--- src/rtl/obi_mem_bank_bridge.sv ---
`default_nettype none
// +--------------------------------------------------------------------------+
// | obi_mem_bank_bridge                                                      |
// | OBI slave port to fixed-latency SRAM bank, in-order rvalid/rdata stream. |
// | Option macro: OBI_MEM_BANK_BRIDGE_RESP_REG_EN (extra response register). |
// | Rev 1.0                                                                  |
// +--------------------------------------------------------------------------+

package obi_mem_bank_bridge_pkg;
  typedef struct packed {
    logic        req;
    logic        we;
    logic [3:0]  be;
    logic [31:0] addr;
    logic [31:0] wdata;
  } obi_req_t;

  typedef struct packed {
    logic        gnt;
    logic        rvalid;
    logic [31:0] rdata;
  } obi_resp_t;
endpackage

module obi_mem_bank_bridge
  import obi_mem_bank_bridge_pkg::*;
#(
  parameter int unsigned READ_LATENCY    = 1,
  parameter int unsigned MAX_OUTSTANDING = 1,
  parameter int unsigned ADDR_WIDTH      = 12
) (
  input  logic                  clk_i,
  input  logic                  rst_i,
  input  obi_req_t              slave_req_i,
  output obi_resp_t             slave_resp_o,
  output logic                  mem_req_o,
  input  logic                  mem_gnt_i,
  output logic                  mem_we_o,
  output logic [3:0]            mem_be_o,
  output logic [ADDR_WIDTH-1:0] mem_addr_o,
  output logic [31:0]           mem_wdata_o,
  input  logic [31:0]           mem_rdata_i
);

`ifdef OBI_MEM_BANK_BRIDGE_RESP_REG_EN
  localparam int unsigned c_max_legal = READ_LATENCY + 1;
`else
  localparam int unsigned c_max_legal = READ_LATENCY;
`endif
  localparam int unsigned        c_cnt_w   = $clog2(MAX_OUTSTANDING + 1);
  localparam logic [c_cnt_w-1:0] c_max_cnt = c_cnt_w'(MAX_OUTSTANDING);
  localparam logic [c_cnt_w-1:0] c_one     = c_cnt_w'(1);

  generate
    if (READ_LATENCY < 1 || READ_LATENCY > 8 ||
        MAX_OUTSTANDING < 1 || MAX_OUTSTANDING > c_max_legal) begin : g_bad_param
      $error("obi_mem_bank_bridge: illegal READ_LATENCY/MAX_OUTSTANDING");
    end
  endgenerate

  logic [READ_LATENCY-1:0] r_valid;
  logic [READ_LATENCY-1:0] r_we;
  logic [c_cnt_w-1:0]      r_count;
  logic [c_cnt_w-1:0]      w_count_free;
  logic                    w_full;
  logic                    w_accept;
  logic                    w_pipe_out;
  logic                    w_retire;
  logic                    w_rvalid;
  logic [31:0]             w_pipe_rdata;
  logic [31:0]             w_rdata;
  logic                    w_unused_addr;

  assign w_unused_addr = ^{slave_req_i.addr[31:ADDR_WIDTH+2], slave_req_i.addr[1:0]};

  // A slot retiring this cycle is already free for the request evaluated now.
  assign w_count_free = r_count - (w_retire ? c_one : '0);
  assign w_full       = (w_count_free == c_max_cnt);
  assign mem_req_o    = slave_req_i.req & ~w_full & ~rst_i;
  assign w_accept     = mem_req_o & mem_gnt_i;

  assign mem_we_o    = slave_req_i.we;
  assign mem_be_o    = slave_req_i.be;
  assign mem_addr_o  = slave_req_i.addr[ADDR_WIDTH+1:2];
  assign mem_wdata_o = slave_req_i.wdata;

  generate
    if (READ_LATENCY == 1) begin : g_lat1
      always_ff @(posedge clk_i) begin
        if (rst_i) begin
          r_valid <= '0;
          r_we    <= '0;
        end else begin
          r_valid <= w_accept;
          r_we    <= w_accept & slave_req_i.we;
        end
      end
    end else begin : g_latn
      always_ff @(posedge clk_i) begin
        if (rst_i) begin
          r_valid <= '0;
          r_we    <= '0;
        end else begin
          r_valid <= {r_valid[READ_LATENCY-2:0], w_accept};
          r_we    <= {r_we[READ_LATENCY-2:0], w_accept & slave_req_i.we};
        end
      end
    end
  endgenerate

  assign w_pipe_out   = r_valid[READ_LATENCY-1];
  assign w_pipe_rdata = (w_pipe_out && !r_we[READ_LATENCY-1]) ? mem_rdata_i : 32'h0;

`ifdef OBI_MEM_BANK_BRIDGE_RESP_REG_EN
  logic        r_rvalid;
  logic [31:0] r_rdata;

  always_ff @(posedge clk_i) begin
    if (rst_i) begin
      r_rvalid <= 1'b0;
      r_rdata  <= 32'h0;
    end else begin
      r_rvalid <= w_pipe_out;
      r_rdata  <= w_pipe_rdata;
    end
  end

  // The output register holds a transaction until it is presented, so it owns the slot.
  assign w_retire = r_rvalid;
  assign w_rvalid = r_rvalid;
  assign w_rdata  = r_rdata;
`else
  assign w_retire = w_pipe_out;
  assign w_rvalid = w_pipe_out;
  assign w_rdata  = w_pipe_rdata;
`endif

  always_comb begin
    slave_resp_o.gnt    = w_accept;
    slave_resp_o.rvalid = w_rvalid & ~rst_i;
    slave_resp_o.rdata  = rst_i ? 32'h0 : w_rdata;
  end

  always_ff @(posedge clk_i) begin
    if (rst_i) begin
      r_count <= '0;
    end else begin
      r_count <= w_count_free + (w_accept ? c_one : '0);
    end
  end

  always_ff @(posedge clk_i) begin
    if (!rst_i) begin
      assert (!(w_accept && !w_retire && r_count == c_max_cnt));
      assert (!(w_retire && !w_accept && r_count == '0));
    end
  end

endmodule
`default_nettype wire

--- config.mk ---
export PLATFORM = sky130hd
export DESIGN_NAME = obi_mem_bank_bridge
export DESIGN_NICKNAME = d
export VERILOG_FILES = /design/src/rtl/obi_mem_bank_bridge.sv
export SDC_FILE = /design/constraint.sdc
export NUM_CORES = 1
export LEC_CHECK = 0
export BUFFER_PORTS_ARGS = -buffer_cell sky130_fd_sc_hd__buf_4
export CORE_AREA = 4 4 72 74
export DETAILED_ROUTE_END_ITERATION = 7
export DIE_AREA = 0 0 76 78
export HOLD_SLACK_MARGIN = 0.02
export PLACE_DENSITY = 0.73
export SLEW_MARGIN = 20
export SYNTH_ARGS = -nofsm -noshare
export SYNTH_HDL_FRONTEND = slang
export SYNTH_SLANG_ARGS = --single-unit
--- constraint.sdc ---
create_clock -name clk_i -period 1.1 [get_ports clk_i]
set_input_delay 0.11 -clock clk_i [delete_from_list [all_inputs] [get_ports clk_i]]
set_output_delay 0.11 -clock clk_i [all_outputs]
set_load 0.005 [all_outputs]
After elaboration in Yosys (flattened, before gate mapping)
Cells that the tools add are included.
{"block": "totals", "regBits": 3, "inputBits": 105, "out_inout_bits": 84, "elab_cells": 18}
{"block": "op_classes", "n_addsub": 2, "muxes": 4, "n_bitwise": 7, "n_reduce_logical": 2}
{"cell": "2-to-1 mux 32 bit", "count": 2}
{"cell": "bitwise AND 1 bit", "count": 5}
{"cell": "2-to-1 mux 1 bit", "count": 2}
{"cell": "inverter 1 bit", "count": 2}
{"cell": "adder 1 bit", "count": 1}
{"cell": "logical AND 1 bit", "count": 1}
{"cell": "zero test 1 bit", "count": 1}
{"cell": "subtractor 1 bit", "count": 1}

Longest topological paths before layout
Gate-level depths: netlist of the first run.
{"block": "depth", "word_depth": 8, "mapped_depth": 3, "depth_no_buf": 2}

Least setup slack after synthesis of the first run
Ideal clock, no wire load.
{"block": "synth_timing", "path_kind": "register to output", "start": "register r_valid", "end": "output port slave_resp_o[0] (netlist bit)", "arrival_time_ns": 0.874, "t_required_ns": 0.990, "slack_ns": 0.116, "path_stages_with_launch": 4, "cell_sequence": "dfxtp_1 nor3b_4 clkbuf_2 and2_1"}
{"item": "start: declaration", "line_no": "61", "source": "logic [READ_LATENCY-1:0] r_valid;"}
{"item": "start signal: assignment", "line_no": "94", "source": "r_valid <= w_accept;"}
{"item": "end: declaration", "line_no": "35", "source": "output obi_resp_t slave_resp_o,"}

==> metrics.md, run 1 <==
| Metric | Value |
|---|---|
| Storage element area | 61.31 µm² |
| Status | finished with violations |
| Vias/cell | 3.738 |
| Final wirelength | 2.143 mm |
| Via count | 684 |
| Initial antenna violation count | 0 |
| Required @ worst endpoint | 0.99 ns |
| VDD IR max | 0.0006978 V |
| Post-route cell area | 1177 µm² |
| Area of the multi-input gates | 335.3 µm² |
| Core area | 4598 µm² |
| Slowest cell on crit path | dfxtp_2 |
| Worst Setup End Kind | output pin |
| 1st-iter DRT viols | 3 |
| Root Driver | clkbuf_8 |
| Synth warn | 0 |
| Layout cell share with drive strength beyond 1 | 75.97% |
| Cells after Synth | 100 |
| Power Total | 0.0006693 W |
| Drc violations | 0 |
| Full die area | 5928 µm² |
| GRT Residual Overflow | 0 |
| Routed len/inst | 11.71 µm |
| GRT Resource Usage Total | 6.340% |
| CTS tree | yes |
| GP Congestion | 0.6505 |
| Top cell by count, worst path | buf_6 |
| Detail Route Antenna Nets | 0 |
| P_leak | 0.6136 nW |
| Hold Fails Final Rpt | 0 |
| Area Growth Syn to Fin | 60.58% |
| FILL cells | 499 |
| DP Area | 978.4 µm² |
| Max Clock Skew | 0.001666 ns |
| Slew margin rel. | 87.58% |
| Core Rows | 25 |
| Syn Nets | 205 |
| Pre-CTS WS | -0.05884 ns |
| CP max FO | 8 |
| CTS clk-pin slew, worst paths | 0.03 ns |
| N_diodes | 0 |
| Fin crit period | 1.365 ns |
| Worst Tran Pin Value | 0.1861 ns |
| CP startpoint kind | flop |
| TritonRoute pass-1 iters | 4 |
| Initial Utilization | 15.95% |
| Hold Crit Class | in2reg |
| Cell taking the most area after synthesis | buf_4 |
| Clk_lat worst skew | 0.21 ns |
| H-tree Lvls | 1 |
| Die W | 76 µm |
| Cell chain of the critical path | nor3b_4 > buf_6 > clkbuf_16 > and2_4 > buf_6 |
| Final setup vio count | 34 |
| Min Hold Slack | 0.1596 ns |
| NumNets Final | 235 |
| CTS sink count | 3 |
| Peak Freq | 732.6 MHz |
| Crit path kind | reg2out |
| Num CTS Buffers | 3 |
| Largest stage delay on the critical path | 0.32 ns |
| Number of I/O port buffers | 72 |
| Violated checks | negative setup slack |
| Top-level I/O count | 189 |
| Area share of the largest cell type after synthesis | 51.19% |
| Clock Path Buffers | 2 |
| Count of different cell masters after synthesis | 13 |
| Pwr/cell area | 568.5 nW/µm² |
| Sequential share of the synthesized area | 8.191% |
| Vias in the first global route | 655 |
| Critical Path AT | 1.25 ns |
| PnR worst setup slack | -0.2650 ns |
| Top post-synthesis cells by area | buf_4 51%, and2_1 28%, dfxtp_1 8.2% |
| First-pass GRT wire length | 3.146 mm |
| Tcrit/Tclk final | 124.1% |
| Max-Cap Viols | 0 |
| Syn_area_per_cell | 7.332 µm² |
| Unrepaired setup endpoints after global routing | true |
| Pin count of the biggest net entering global routing | 17 |
| Cell Area, Synth | 733.2 µm² |
| Max-slew violation count | 0 |
| Die height | 78 µm |
| Post-synthesis register bit count | 3 |
| # hold bufs at CTS | 0 |
-- stage by stage --
| stage | util [%] | setup TNS [ns] | cells |
|---|---|---|---|
| after floorplan | - | 0 | 100 |
| after global placement | 21.28 | -0.02993 | 175 |
| after detailed placement | 21.28 | -0.6516 | 175 |
| after CTS | 24.03 | -7.726 | 183 |
| after global routing | 25.61 | -9.034 | 183 |
| final | 25.61 | -6.772 | 183 |
-- final timing paths --
| kind | startpoint | to | slack (ns) | cells after the start |
|---|---|---|---|---|
| worst min register to register | r_count | r_count | 0.71 | 2 |
| worst max register to register | r_valid | r_valid | 0.08 | 4 |
| worst min-delay path | mem_gnt_i | r_we | 0.16 | 3 |
| worst max-delay path | r_valid | slave_resp_o[9] | -0.26 | 5 |
-- critical path: cells and delay by family (launching register included) --
family / cells / cell delay [ns]
buffers and inverters: 3 / 0.38
AND/OR/NAND/NOR: 2 / 0.34
flip-flops: 1 / 0.32
-- cells in the mapped netlist --
cell type	n
buf_4	50
and2_1	33
clkbuf_2	3
dfxtp_1	3
nor3_1	3
inv_1	1
nand2_1	1
nand2b_1	1
nor2_1	1
nor2b_1	1
nor3b_4	1
o21ba_2	1
xor2_1	1
-- state kept, by name, summed over array words and instances, names as in the netlist --
signal / cells
r_we: 1
r_valid: 1
r_count: 1
-- layer usage --
layer | vias to the layer above | wire length [µm] | global-route usage, % | part of all wire (%)
li1 | 308 | - | - | -
met1 | 297 | 734 | 6.985 | 34
met2 | 65 | 1043 | 9.932 | 49
met3 | 14 | 332 | 3.364 | 15
met4 | 0 | 32 | 3.025 | 1.5
met5 | - | 0 | 0 | 0
-- final cells by class --
cell class                      instances  area share, %
Timing Repair Buffer                   78          56.43
Multi-Input combinational cell         43          28.48
Tap cell                               54          5.739
Sequential cell                         3          5.207
Clock buffer                            4          3.826
Inverter                                1         0.3188
-- cells by family after synthesis --
| family | share of synthesized area (%) |
|---|---|
| compound gates | 1.365 |
| xor+xnor | 1.195 |
| flops | 8.191 |
| buf+inv | 53.75 |
| simple gates | 35.49 |
-- power breakdown --
group / internal [W] / switching [W]
clock network: 0.000247 / 0.0000680
logic: 0.000164 / 0.0000679
registers: 0.000116 / 0.00000634
-- placed cells by master (no fill, tap or decap) --
cell type / n
buf_4: 63
and2_1: 22
buf_6: 13
and2_4: 11
clkbuf_8: 3
nor3_2: 2
dfxtp_1: 2
nor3b_4: 1
xor2_4: 1
nand2b_1: 1
nor2_1: 1
inv_1: 1
nor2b_1: 1
nor3_1: 1
nand2_1: 1
o21ba_2: 1
clkbuf_1: 1
clkbuf_16: 1
buf_12: 1
dfxtp_2: 1
-- timing repair --
item                       CTS  global route
gates cloned                 1             1
setup endpoints to repair   34            35
setup buffers                3             0
gates resized for setup      7            23
pin swaps                    2            10
No activity file was read; power rests on OpenSTA's default activity.
==> run 2: changes to the inputs <==
--- a/config.mk
+++ b/config.mk
@@ -5,12 +5,13 @@
 export SDC_FILE = /design/constraint.sdc
 export NUM_CORES = 1
 export LEC_CHECK = 0
+export ABC_AREA = 1
 export BUFFER_PORTS_ARGS = -buffer_cell sky130_fd_sc_hd__buf_4
-export CORE_AREA = 4 4 72 74
+export CORE_AREA = 4 4 71 73
 export DETAILED_ROUTE_END_ITERATION = 7
-export DIE_AREA = 0 0 76 78
+export DIE_AREA = 0 0 75 77
 export HOLD_SLACK_MARGIN = 0.02
-export PLACE_DENSITY = 0.73
+export PLACE_DENSITY = 0.8
 export SLEW_MARGIN = 20
 export SYNTH_ARGS = -nofsm -noshare
 export SYNTH_HDL_FRONTEND = slang
==> metrics.md, run 2 <==
| Metric | Value |
|---|---|
| Status | finished with violations (unchanged) |
| Violated checks | negative setup slack (unchanged) |
| Count of different cell masters after synthesis | 13 (unchanged) |
| Post-synth EDFFs | 0 (unchanged) |
| # hold bufs at CTS | 0 (unchanged) |
| Die height | 77 µm (was 78 µm) |
| Peak Freq | 803.8 MHz (was 732.6 MHz) |
| Max Clock Skew | 0.002424 ns (was 0.001666 ns) |
| Commonest cells post-synth | 51 x buf_4, 29 x nor3b_2, 10 x inv_1 (was 50 x buf_4, 33 x and2_1, 3 x clkbuf_2, 3 x dfxtp_1, 3 x nor3_1) |
| NumNets Final | 245 (was 235) |
| CP startpoint kind | flop (unchanged) |
| Count leader, synth | buf_4 (unchanged) |
| PnR worst setup slack | -0.1441 ns (was -0.2650 ns) |
| Area Growth Syn to Fin | 42.93% (was 60.58%) |
| Routed len/inst | 13.41 µm (was 11.71 µm) |
| FILL cells | 427 (was 499) |
| Vias/cell | 4.042 (was 3.738) |
| Syn_area_per_cell | 8.535 µm² (was 7.332 µm²) |
| DP Area | 1182 µm² (was 978.4 µm²) |
| Cell Area, Synth | 955.9 µm² (was 733.2 µm²) |
| WHS Endpoint | r_we (unchanged) |
| Drc violations | 0 (unchanged) |
| Setup TNS | -4.138 ns (was -6.772 ns) |
| Register-to-Register Path Depth | 7 (was 4) |
| Clk_lat worst skew | 0.22 ns (was 0.21 ns) |
| Leading cell type in the layout, fill and taps excluded | buf_4 (unchanged) |
| Final wirelength | 2.562 mm (was 2.143 mm) |
| GRT Resource Usage Total | 7.547% (was 6.340%) |
| Fraction of registers with async set/reset | 0% (unchanged) |
| Max-Cap Viols | 0 (unchanged) |
| Most frequent cells in the layout | 72 x buf_4, 28 x nor3b_2, 6 x inv_1, 5 x inv_2 (was 63 x buf_4, 22 x and2_1, 13 x buf_6, 11 x and2_4, 3 x clkbuf_8) |
| N_diodes | 0 (unchanged) |
| Pwr/cell area | 522.6 nW/µm² (was 568.5 nW/µm²) |
| Die W | 75 µm (was 76 µm) |
| Syn Nets | 217 (was 205) |
| RR Startpoint | r_valid (unchanged) |
| TritonRoute pass-1 iters | 4 (unchanged) |
| Pin count of the biggest net entering global routing | 33 (was 17) |
| Regs by FF count | r_count (1), r_valid (1), r_we (1) (unchanged) |
| Initial Utilization | 21.95% (was 15.95%) |
| Worst Tran Pin Value | 0.2172 ns (was 0.1861 ns) |
| Tcrit/Tclk final | 113.1% (was 124.1%) |
| Full die area | 5775 µm² (was 5928 µm²) |
| Depth of the worst hold-timing path | 3 (unchanged) |
| Hold Crit Class | in2reg (unchanged) |
| 1st-iter DRT viols | 13 (was 3) |
| GP Congestion | 0.6579 (was 0.6505) |
| Critical Path AT | 1.13 ns (was 1.25 ns) |
| Final HPWL DP | 1.941 mm |
| Reg2reg end | r_count (was r_valid) |
| Worst Setup End Kind | output pin (unchanged) |
| Synth Flop Type | dfxtp_1 (unchanged) |
| Power Total | 0.0007141 W (was 0.0006693 W) |
| Sequential share of the synthesized area | 6.283% (was 8.191%) |
| Area share of the largest cell type after synthesis | 40.05% (was 51.19%) |
| Top-level I/O count | 189 (unchanged) |
| Initial antenna violation count | 0 (unchanged) |
| Core area | 4354 µm² (was 4598 µm²) |
| GRT Residual Overflow | 0 (unchanged) |
| Layout cell share with drive strength beyond 1 | 88.49% (was 75.97%) |
| Detail Route Antenna Nets | 0 (unchanged) |
| Cells after Synth | 112 (was 100) |
| Required @ worst endpoint | 0.99 ns (about the same) |
| H-tree Lvls | 1 (unchanged) |
| CTS clk-pin slew, worst paths | 0.03 ns (about the same) |
| Synth warn | 0 (unchanged) |
| Num CTS Buffers | 3 (unchanged) |
| First-pass GRT wire length | 3.381 mm (was 3.146 mm) |
| Vias in the first global route | 700 (was 655) |
| VDD IR max | 0.0005260 V (was 0.0006978 V) |
| Top post-synthesis cells by area | buf_4 40%, nor3b_2 38%, dfxtp_1 6.3% (was buf_4 51%, and2_1 28%, dfxtp_1 8.2%) |
| Fin crit period | 1.244 ns (was 1.365 ns) |
| Unrepaired setup endpoints after global routing | true (unchanged) |
| Final setup vio count | 34 (unchanged) |
| P_leak | 0.6513 nW (was 0.6136 nW) |
| Max-slew violation count | 0 (unchanged) |
| Crit path kind | reg2out (unchanged) |
| Clock Path Buffers | 2 (unchanged) |
| Number of I/O port buffers | 72 (unchanged) |
| Post-route cell area | 1366 µm² (was 1177 µm²) |
| Worst R2R Setup Slack | 0.18 ns (was 0.08 ns) |
| CTS sink count | 3 (unchanged) |
| Core Rows | 24 (was 25) |
| Via count | 772 (was 684) |
| Cell taking the most area after synthesis | buf_4 (unchanged) |
| Root Driver | clkbuf_8 (unchanged) |
| Slew margin rel. | 85.52% (was 87.58%) |
| Hold Fails Final Rpt | 0 (unchanged) |
| Post-synthesis register bit count | 3 (unchanged) |
| CP max FO | 5 (was 8) |
| CTS tree | yes (unchanged) |
| Worst hold start | slave_req_i[68] (was mem_gnt_i) |
==> run 2: cells by family after synthesis <==
kind of cell / count (synthesis) / share of synthesized area [%]
AO/OA/AOI/OAI: 1 / 0.5231
flip-flops: 3 / 6.283
AND/OR/NAND/NOR: 41 / 44.24
buffers and inverters: 67 / 48.95
==> run 2: where the power goes <==
part           internal (W)  switching, W  leakage, nW
clock network      0.000247     0.0000750       0.0228
registers          0.000114    0.00000516       0.0253
logic              0.000180     0.0000928        0.603
total              0.000541      0.000173        0.651
==> run 2: worst max path at each step <==
stage	endpoint	cells after the start	start	slack [ns]
floorplan	slave_resp_o[0]	3	r_valid	0.22
global placement	slave_resp_o[10]	4	r_valid	0.009
detailed placement	slave_resp_o[10]	4	r_valid	0.005
CTS	slave_resp_o[21]	4	r_valid	-0.15
global route	mem_req_o	7	r_valid	-0.19
finish	slave_resp_o[21]	4	r_valid	-0.14
==> run 2: timing repair <==
| item | in CTS | in global routing |
|---|---|---|
| setup endpoints to repair | 35 | 35 |
| buffers inserted | 2 | 0 |
| pin swaps | 2 | 6 |
| resized for setup | 11 | 10 |
| cloned | 1 | 1 |
| endpoints found under the hold margin | 0 | 0 |
==> run 2: area by class of cell <==
cell class              instances  area (µm²)  share of cell area (%)
well taps                      52       65.06                   4.762
flip-flops and latches          3       63.81                   4.670
inverters                      11       41.29                   3.022
repair buffers                 79       666.9                   48.81
clock buffers                   4       45.04                   3.297
multi-input cells              42       484.2                   35.44
==> run 2: metal layers <==
metal / vias up / part of all wire [%] / GRT usage (%)
met2: 79 / 44 / 11.32
met5: - / 0 / 0
met3: 24 / 22 / 4.967
li1: 360 / - / -
met1: 309 / 26 / 6.318
met4: 0 / 7.5 / 7.473
==> run 2: critical path, stage by stage, from the launching register on <==
cell     delay, ns
dfxtp_4       0.37
nand2_8       0.08
buf_4         0.15
nor3b_2       0.18
buf_4         0.14
==> run 2: stage by stage <==
step	util (%)	hold WS, ns	setup WS, ns	cells
floorplan	-	0.2222	0.2238	112
global placement	27.16	0.2200	0.009282	183
detailed placement	27.16	0.2200	0.005382	183
CTS	30.09	0.1502	-0.1494	190
global route	31.38	0.1536	-0.1948	191
finish	31.38	0.1413	-0.1441	191
